==> config.mk <==
export PLATFORM = sky130hd
export DESIGN_NAME = id_ex_stage_reg
export DESIGN_NICKNAME = d
export VERILOG_FILES = /design/src/rtl/mips_pipe_pkg.sv /design/src/rtl/sat_event_counter.sv /design/src/rtl/id_ex_stage_reg.sv
export SDC_FILE = /design/constraint.sdc
export NUM_CORES = 1
export LEC_CHECK = 0
export ABC_CLOCK_PERIOD_IN_PS = 1070
export BUFFER_PORTS_ARGS = -buffer_cell sky130_fd_sc_hd__buf_2
export CAP_MARGIN = 10
export CORE_MARGIN = 4
export CORE_UTILIZATION = 39
export DETAILED_ROUTE_END_ITERATION = 16
export PLACE_DENSITY = 0.81
export SLEW_MARGIN = 20
export SYNTH_ARGS = -nofsm -noshare
export SYNTH_HDL_FRONTEND = slang
export SYNTH_SLANG_ARGS = --single-unit
export TNS_END_PERCENT = 10
==> constraint.sdc <==
create_clock -name clk -period 1.07 [get_ports clk]
set_input_delay 0.1605 -clock clk [delete_from_list [all_inputs] [get_ports clk]]
set_output_delay 0.1605 -clock clk [all_outputs]
set_load 0.01 [all_outputs]
==> src/rtl/mips_pipe_pkg.sv <==
// Shared definitions for the 5-stage MIPS pipeline: control bundle layout,
// ALUOp encodings and the nop control word.
package mips_pipe_pkg;

    localparam int CTRL_W = 10;

    // Control bundle bit positions, MSB to LSB
    localparam int CTRL_REGWRITE = 9;
    localparam int CTRL_MEMTOREG = 8;
    localparam int CTRL_MEMREAD  = 7;
    localparam int CTRL_MEMWRITE = 6;
    localparam int CTRL_BRANCH   = 5;
    localparam int CTRL_REGDST   = 4;
    localparam int CTRL_ALUSRC   = 3;
    localparam int CTRL_ALUOP_HI = 2;
    localparam int CTRL_ALUOP_LO = 1;
    localparam int CTRL_JUMP     = 0;

    localparam logic [1:0] ALUOP_ADD   = 2'b00;
    localparam logic [1:0] ALUOP_SUB   = 2'b01;
    localparam logic [1:0] ALUOP_RTYPE = 2'b10;
    localparam logic [1:0] ALUOP_IMM   = 2'b11;

    localparam logic [CTRL_W-1:0] CTRL_NOP = '0;

endpackage

==> src/rtl/sat_event_counter.sv <==
// Event counter with synchronous clear that sticks at all-ones instead of wrapping.
module sat_event_counter #(
    parameter int CNT_W = 32
) (
    input  logic             clk,
    input  logic             clr,
    input  logic             inc,
    output logic [CNT_W-1:0] count
);

    logic [CNT_W-1:0] cnt_q;
    logic [CNT_W-1:0] cnt_d;

    always_comb begin
        cnt_d = cnt_q;
        if (clr) begin
            cnt_d = '0;
        end else if (inc && (cnt_q != {CNT_W{1'b1}})) begin
            cnt_d = cnt_q + 1'b1;
        end
    end

    always_ff @(posedge clk) begin
        cnt_q <= cnt_d;
    end

    assign count = cnt_q;

endmodule

==> src/rtl/id_ex_stage_reg.sv <==
// ID/EX pipeline register with stall bubbles, flush squash and global hold.
// Optional bubble/flush statistics counters are built when IDEX_STATS_EN is defined.
module id_ex_stage_reg
    import mips_pipe_pkg::*;
#(
    parameter int DATA_W = 32,
    parameter int REG_W  = 5
) (
    input  logic              clk,
    input  logic              reset,
    input  logic              Pipe_stall,
    input  logic              flush,
    input  logic              hold,
    input  logic [CTRL_W-1:0] ID_Ctrl,
    input  logic [DATA_W-1:0] ID_PC4,
    input  logic [DATA_W-1:0] ID_ReadData1,
    input  logic [DATA_W-1:0] ID_ReadData2,
    input  logic [DATA_W-1:0] ID_Imm,
    input  logic [REG_W-1:0]  ID_Rs,
    input  logic [REG_W-1:0]  ID_Rt,
    input  logic [REG_W-1:0]  ID_Rd,
    input  logic              ID_Valid,
    output logic [CTRL_W-1:0] EX_Ctrl,
    output logic [DATA_W-1:0] EX_PC4,
    output logic [DATA_W-1:0] EX_ReadData1,
    output logic [DATA_W-1:0] EX_ReadData2,
    output logic [DATA_W-1:0] EX_Imm,
    output logic [REG_W-1:0]  EX_Rs,
    output logic [REG_W-1:0]  EX_Rt,
    output logic [REG_W-1:0]  EX_Rd,
    output logic              EX_Valid,
    output logic              ID_EX_MemRead,
    output logic [REG_W-1:0]  ID_EX_RegisterRt
`ifdef IDEX_STATS_EN
    ,
    output logic [31:0]       bubble_cnt,
    output logic [31:0]       flush_cnt
`endif
);

    logic [CTRL_W-1:0] ctrl_q, ctrl_d;
    logic [DATA_W-1:0] pc4_q, pc4_d;
    logic [DATA_W-1:0] rd1_q, rd1_d;
    logic [DATA_W-1:0] rd2_q, rd2_d;
    logic [DATA_W-1:0] imm_q, imm_d;
    logic [REG_W-1:0]  rs_q, rs_d;
    logic [REG_W-1:0]  rt_q, rt_d;
    logic [REG_W-1:0]  rd_q, rd_d;
    logic              valid_q, valid_d;
    logic              kill_slot;

    // Flush and stall both empty the slot; operands still load so EX_Rt tracks ID.
    assign kill_slot = flush | Pipe_stall;

    always_comb begin
        ctrl_d  = ctrl_q;
        pc4_d   = pc4_q;
        rd1_d   = rd1_q;
        rd2_d   = rd2_q;
        imm_d   = imm_q;
        rs_d    = rs_q;
        rt_d    = rt_q;
        rd_d    = rd_q;
        valid_d = valid_q;
        if (!hold) begin
            pc4_d   = ID_PC4;
            rd1_d   = ID_ReadData1;
            rd2_d   = ID_ReadData2;
            imm_d   = ID_Imm;
            rs_d    = ID_Rs;
            rt_d    = ID_Rt;
            rd_d    = ID_Rd;
            valid_d = ID_Valid & ~kill_slot;
            ctrl_d  = valid_d ? ID_Ctrl : CTRL_NOP;
        end
    end

    always_ff @(posedge clk) begin
        if (reset) begin
            ctrl_q  <= CTRL_NOP;
            pc4_q   <= '0;
            rd1_q   <= '0;
            rd2_q   <= '0;
            imm_q   <= '0;
            rs_q    <= '0;
            rt_q    <= '0;
            rd_q    <= '0;
            valid_q <= 1'b0;
        end else begin
            ctrl_q  <= ctrl_d;
            pc4_q   <= pc4_d;
            rd1_q   <= rd1_d;
            rd2_q   <= rd2_d;
            imm_q   <= imm_d;
            rs_q    <= rs_d;
            rt_q    <= rt_d;
            rd_q    <= rd_d;
            valid_q <= valid_d;
        end
    end

    assign EX_Ctrl          = ctrl_q;
    assign EX_PC4           = pc4_q;
    assign EX_ReadData1     = rd1_q;
    assign EX_ReadData2     = rd2_q;
    assign EX_Imm           = imm_q;
    assign EX_Rs            = rs_q;
    assign EX_Rt            = rt_q;
    assign EX_Rd            = rd_q;
    assign EX_Valid         = valid_q;
    assign ID_EX_MemRead    = ctrl_q[CTRL_MEMREAD];
    assign ID_EX_RegisterRt = rt_q;

`ifdef IDEX_STATS_EN
    logic bubble_inc;
    logic flush_inc;

    // A combined flush+stall is accounted as a flush only.
    assign bubble_inc = ~hold & Pipe_stall & ~flush;
    assign flush_inc  = ~hold & flush;

    sat_event_counter #(.CNT_W(32)) u_bubble_cnt (
        .clk   (clk),
        .clr   (reset),
        .inc   (bubble_inc),
        .count (bubble_cnt)
    );

    sat_event_counter #(.CNT_W(32)) u_flush_cnt (
        .clk   (clk),
        .clr   (reset),
        .inc   (flush_inc),
        .count (flush_cnt)
    );
`endif

endmodule

==> results of run 1 <==
[metal layers]
metal	global-route usage	up-vias	share of wire
li1	-	2608	-
met1	0.260	2725	0.34
met2	0.451	383	0.52
met3	0.0800	88	0.093
met4	0.115	0	0.046
met5	0	-	0
[logic make-up after synthesis]
logic type | after synthesis | synth area share
flip-flops | 154 | 0.560
AO/OA/AOI/OAI | 11 | 0.0291
AND/OR/NAND/NOR | 155 | 0.112
buffers and inverters | 41 | 0.0384
multiplexers | 143 | 0.260
[area by class of cell]
type                    instances  area [sq um]  share of cell area
well taps                     180           225              0.0218
clock buffers                  20           447              0.0433
flip-flops and latches        154          3260               0.316
clock inverters                12           188              0.0182
multi-input cells             309          2210               0.215
diodes                          2          5.00            0.000485
repair buffers                488          3970               0.385
[repair_timing]
item	CTS	global route
gates resized for setup	66	176
gates cloned	0	0
endpoints found under the hold margin	136	0
hold buffers	136	0
setup buffers	1	2
setup endpoints to repair	56	140
[metrics by stage]
step	setup WS, ns	utilization	instance area [sq um]	hold WS, ns
finish	-0.0140	0.746	10300	0.0192
global route	-0.0375	0.746	10300	0.0207
CTS	-0.00849	0.702	9710	0.00149
detailed placement	-0.0973	0.546	7540	0.396
global placement	-0.0786	0.546	7540	0.388
floorplan	-0.00892	-	5510	0.304
[cell usage after synthesis]
cell type	number
a2bb2o_1	1
dfxtp_1	154
nand2b_1	10
or4b_1	1
buf_1	2
buf_4	6
nor2b_1	1
clkbuf_1	15
mux2i_1	143
nor2_1	143
buf_6	2
buf_2	16
o2bb2ai_2	10
[worst max path at each step]
stage                           from  cells past startpoint                  end  slack, ns
after floorplan                 hold                      5            EX_PC4[0]     -0.009
after global placement         flush                      4           EX_Ctrl[1]      -0.08
after detailed placement       flush                      4           EX_Ctrl[3]       -0.1
after CTS                   EX_Rt[3]                      1  ID_EX_RegisterRt[3]     -0.008
after global routing      EX_PC4[27]                      1           EX_PC4[27]      -0.04
final                     EX_PC4[27]                      1           EX_PC4[27]      -0.01
[power groups by stage]
| stage | combinational (mW) | sequential, mW | clock (mW) |
|---|---|---|---|
| after floorplan | 0.709 | 6.50 | 0 |
| after global placement | 1.72 | 6.33 | 0 |
| after CTS | 2.18 | 6.25 | 6.54 |
| after global routing | 2.67 | 6.40 | 6.85 |
| after detailed placement | 1.76 | 6.35 | 0 |
| final | 2.52 | 6.37 | 6.51 |
[flip-flops by register name, summed over array words and instances (netlist names)]
signal        count
EX_Rt             5
EX_Imm           32
EX_Rs             5
EX_Valid          1
EX_ReadData1     32
EX_Rd             5
EX_PC4           32
EX_ReadData2     32
EX_Ctrl          10
==> qor.csv, run 1 <==
metric;value;unit
Leakage;5.13;nW
Seq cells post-synth;154;
clock slew at reported path FFs;0.06;ns
Hold Fails Final Rpt;0;
crit path launch type;register;
total routed wirelength;23500;um
min Tclk post-route;1.08;ns
DRC;0;
Crit path arrival time;0.92;ns
sequential fraction of the synthesis area;0.560;
Slew Limit Headroom;0.809;
largest net degree at the start of global routing;58;
area share of the largest cell type after synthesis;0.560;
area delta synth->final;87.4;%
max frequency;923;MHz
PwrDens;1490;nW/um^2
most frequent cells in the layout;buf_2, mux2i_1, nor2_1;
clk root buf;clkbuf_16;
delay-heaviest family, CP;flip-flops;
starting density of the core;0.398;
CTS tree;yes;
Placed Cells;992;
worst min-delay path endpoint;EX_ReadData2[17];
Buf/Inv on CP;1;
FP Rows;43;
CP max FO;2;
R2R depth;2;
Initial DRC Count;402;
min-delay src;ID_ReadData2[17];
setup_tns;-0.0384;ns
Net Switching;3.84;mW
Final period util;1.01;
Max Cap Viol;0;
sw frac;0.249;
initial antenna violation count;2;
fillers;769;
Combinational Power Share;0.164;
Cells after Synth;504;
hold depth;3;
Seq pwr share;0.413;
CORE AREA;13800;sq um
critical-path cell list;buf_2;
max-slew violation total from the final report;0;
Total Nets Final;1129;
CP max-delay cell;dfxtp_1;
CTS Sinks;154;
Tightest Hold Check Type;in -> reg;
die width;127;um
clock skew;0;ns
most common cell after layout, fill and taps aside;buf_2;
cts bufs inserted;17;
Internal;11.6;mW
first-pass GRT wire length;31800;um
io pins;319;
Max clock buf depth;2;
Synth Warn #;0;
final setup violation count;3;
Clk pwr share;0.423;
share of layout cells above drive strength 1;0.544;
unrepaired setup endpoints after global routing;true;
via count;5804;
Reg2Reg Launch Point;EX_PC4[11];
Vias/cell;4.98;
Finished Layout Cells;1165;
gp weighted congestion;0.766;
R2R Setup Slk;0.25;ns
failing checks;negative setup slack;
final worst setup slack;-0.0140;ns
crit end category;output pin;
vias in the first global route;6032;
worst reg2reg path endpoint;EX_PC4[11];
status;finished with violations;
htree depth;4;
drt first pass iters;4;
Worst Path Required;0.91;ns
chip height;127;um
syn_area_per_cell;10.9;sq um
max incr delay on CP;0.36;ns
clk_lat worst skew;0.41;ns
top cells by area, synth;dfxtp_1, mux2i_1, nor2_1;
Syn Nets;663;
PortBufs;318;
Slew @ Worst Pin;0.278;ns
cell taking the most area after synthesis;dfxtp_1;
DIE AREA;16100;sq um
Total GRT Usage;0.249;
VDD IR max;0.940;mV
GR Overflow Total;0;
total power;15.4;mW
DR WL/cell;20.2;um
ANT nets after route;0;
hpwl dp;11600;um
synth unique cells;13;
Synth Cell Area;5500;sq um
critical path class;reg -> out;
No activity file was read; power rests on OpenSTA's default activity.
==> run 2: changes to the inputs <==
--- a/config.mk
+++ b/config.mk
@@ -9,11 +9,11 @@
 export BUFFER_PORTS_ARGS = -buffer_cell sky130_fd_sc_hd__buf_2
 export CAP_MARGIN = 10
 export CORE_MARGIN = 4
-export CORE_UTILIZATION = 39
+export CORE_UTILIZATION = 41
+export CTS_BUF_LIST = sky130_fd_sc_hd__clkbuf_2
 export DETAILED_ROUTE_END_ITERATION = 16
-export PLACE_DENSITY = 0.81
+export PLACE_DENSITY = 0.85
 export SLEW_MARGIN = 20
 export SYNTH_ARGS = -nofsm -noshare
 export SYNTH_HDL_FRONTEND = slang
 export SYNTH_SLANG_ARGS = --single-unit
-export TNS_END_PERCENT = 10
==> qor.csv, run 2 (synthesis gave the netlist of run 1 again) <==
metric;value;unit
final setup violation count;167;
M2 GR Usage;0.573;
DIE AREA;15300;sq um
total power;12.9;mW
min Tclk post-route;1.54;ns
Tightest Hold Check Type;in -> reg;
Leakage;5.39;nW
critical-path cell list;buf_4 > dlygate4sd3_1 > buf_12 > nand2b_1 > dlygate4sd3_1 > o2bb2ai_2;
largest net degree at the start of global routing;61;
Placed Cells;984;
total routed wirelength;28400;um
share of layout cells above drive strength 1;0.563;
most common cell after layout, fill and taps aside;dlygate4sd3_1;
Final period util;1.44;
Top Usage Layer GRT;met2;
setup_tns;-54.87;ns
CORE AREA;13200;sq um
die width;124;um
Finished Layout Cells;1237;
chip height;124;um
hpwl dp;11800;um
DRC;0;
unrepaired setup endpoints after global routing;true;
Slew @ Worst Pin;0.468;ns
GR Layer Usage met1;0.320;
clock slew at reported path FFs;0.30;ns
FP Rows;42;
crit path launch type;primary input;
post-route cell area;11000;sq um
CTS Sinks;154;
pre-CTS worst setup slack;-0.116;ns
critical path class;in -> reg;
max incr delay on CP;0.73;ns
via count;6425;
vias in the first global route;6971;
io pins;319;
clk_lat worst skew;0.72;ns
Hold Fails Final Rpt;0;
PortBufs;318;
crit end category;register;
Max clock buf depth;2;
Worst Path Required;1.79;ns
ANT nets after route;0;
final worst setup slack;-0.474;ns
CTS tree;yes;
htree depth;4;
drt first pass iters;5;
CP max-delay cell;dlygate4sd3_1;
starting density of the core;0.417;
Seq pwr share;0.496;
clock skew;0;ns
PwrDens;1180;nW/um^2
GR Overflow Total;0;
Clk pwr share;0.273;
Max Cap Viol;0;
Top cell by count, worst path;dlygate4sd3_1;
clk root buf;clkbuf_2;
Crit path arrival time;2.26;ns
status;finished with violations;
DR WL/cell;23.0;um
Buf/Inv on CP;4;
CP max FO;38;
area delta synth->final;99.6;%
Total Nets Final;1201;
Total GRT Usage;0.334;
Net Switching;3.95;mW
VDD IR max;0.819;mV
max frequency;648;MHz
Combinational Power Share;0.231;
Initial DRC Count;549;
failing checks;negative setup slack;
Placement Cell Area;7470;sq um
fillers;580;
gp weighted congestion;0.776;
Internal;8.98;mW
Vias/cell;5.19;
cts bufs inserted;17;
delay-heaviest family, CP;buffers and inverters;
most frequent cells in the layout;dlygate4sd3_1, buf_6, buf_2;
Slew Limit Headroom;0.687;
max-slew violation total from the final report;0;
met3 Usage GRT;0.139;
sw frac;0.306;
initial antenna violation count;6;
first-pass GRT wire length;38100;um
-- run 2: changes by cell type in the layout (fill, tap and decap cells not counted), sizes merged --
cell         delta
bufinv          -2
buf            +45
inv             +3
clkinv          +3
diode           +4
dlygate4sd3    +27
clkbuf          -3
clkinvlp        -1
-- run 2: timing repair --
item | CTS | global route
pin swaps | 0 | 0
hold buffers | 163 | 1
endpoints found under the hold margin | 154 | 117
setup endpoints to repair | 160 | 165
gates resized for setup | 320 | 14
setup buffers | 20 | 32
-- run 2: tightest hold or removal path: stages --
cell and delay (ns):
dlygate4sd3_1 0.52, buf_2 0.10, mux2i_1 0.05, nor2_1 0.07
-- run 2: metal layers --
layer,up-vias,routed length [um]
met5,-,16
met4,2,1840
met3,147,3080
met2,488,14200
met1,3038,9280
li1,2750,-
-- run 2: area by class of cell --
cell class	instances	area [sq um]	share of cell area
repair buffers	560	4980	0.453
flip-flops and latches	154	3310	0.301
multi-input cells	309	2210	0.201
well taps	176	220	0.0201
clock inverters	15	163	0.0148
clock buffers	17	85.1	0.00775
diodes	6	15.0	0.00137
-- run 2: final timing paths --
kind                    startpoint                to  slack (ns)  depth (start not counted)
hold reg to reg    EX_ReadData2[4]   EX_ReadData2[4]        0.53                          2
setup reg to reg        EX_PC4[26]        EX_PC4[26]        0.07                          4
setup / recovery             reset        EX_Ctrl[6]       -0.47                          6
hold / removal    ID_ReadData2[31]  EX_ReadData2[31]        0.19                          4
-- run 2: power by group through the flow --
stage	clock network (mW)	logic [mW]	registers, mW
6_report	3.53	2.98	6.42
5_1_grt	3.80	3.12	6.44
4_1_cts	3.41	2.60	6.37
3_5_place_dp	0	1.73	6.35
3_3_place_gp	0	1.69	6.33
2_1_floorplan	0	0.710	6.50
-- run 2: metrics by stage --
step,hold WS (ns),utilization
after CTS,0.0935,0.810
after detailed placement,0.398,0.566
final,0.188,0.832
after floorplan,0.304,-
after global routing,0.103,0.832
after global placement,0.388,0.566
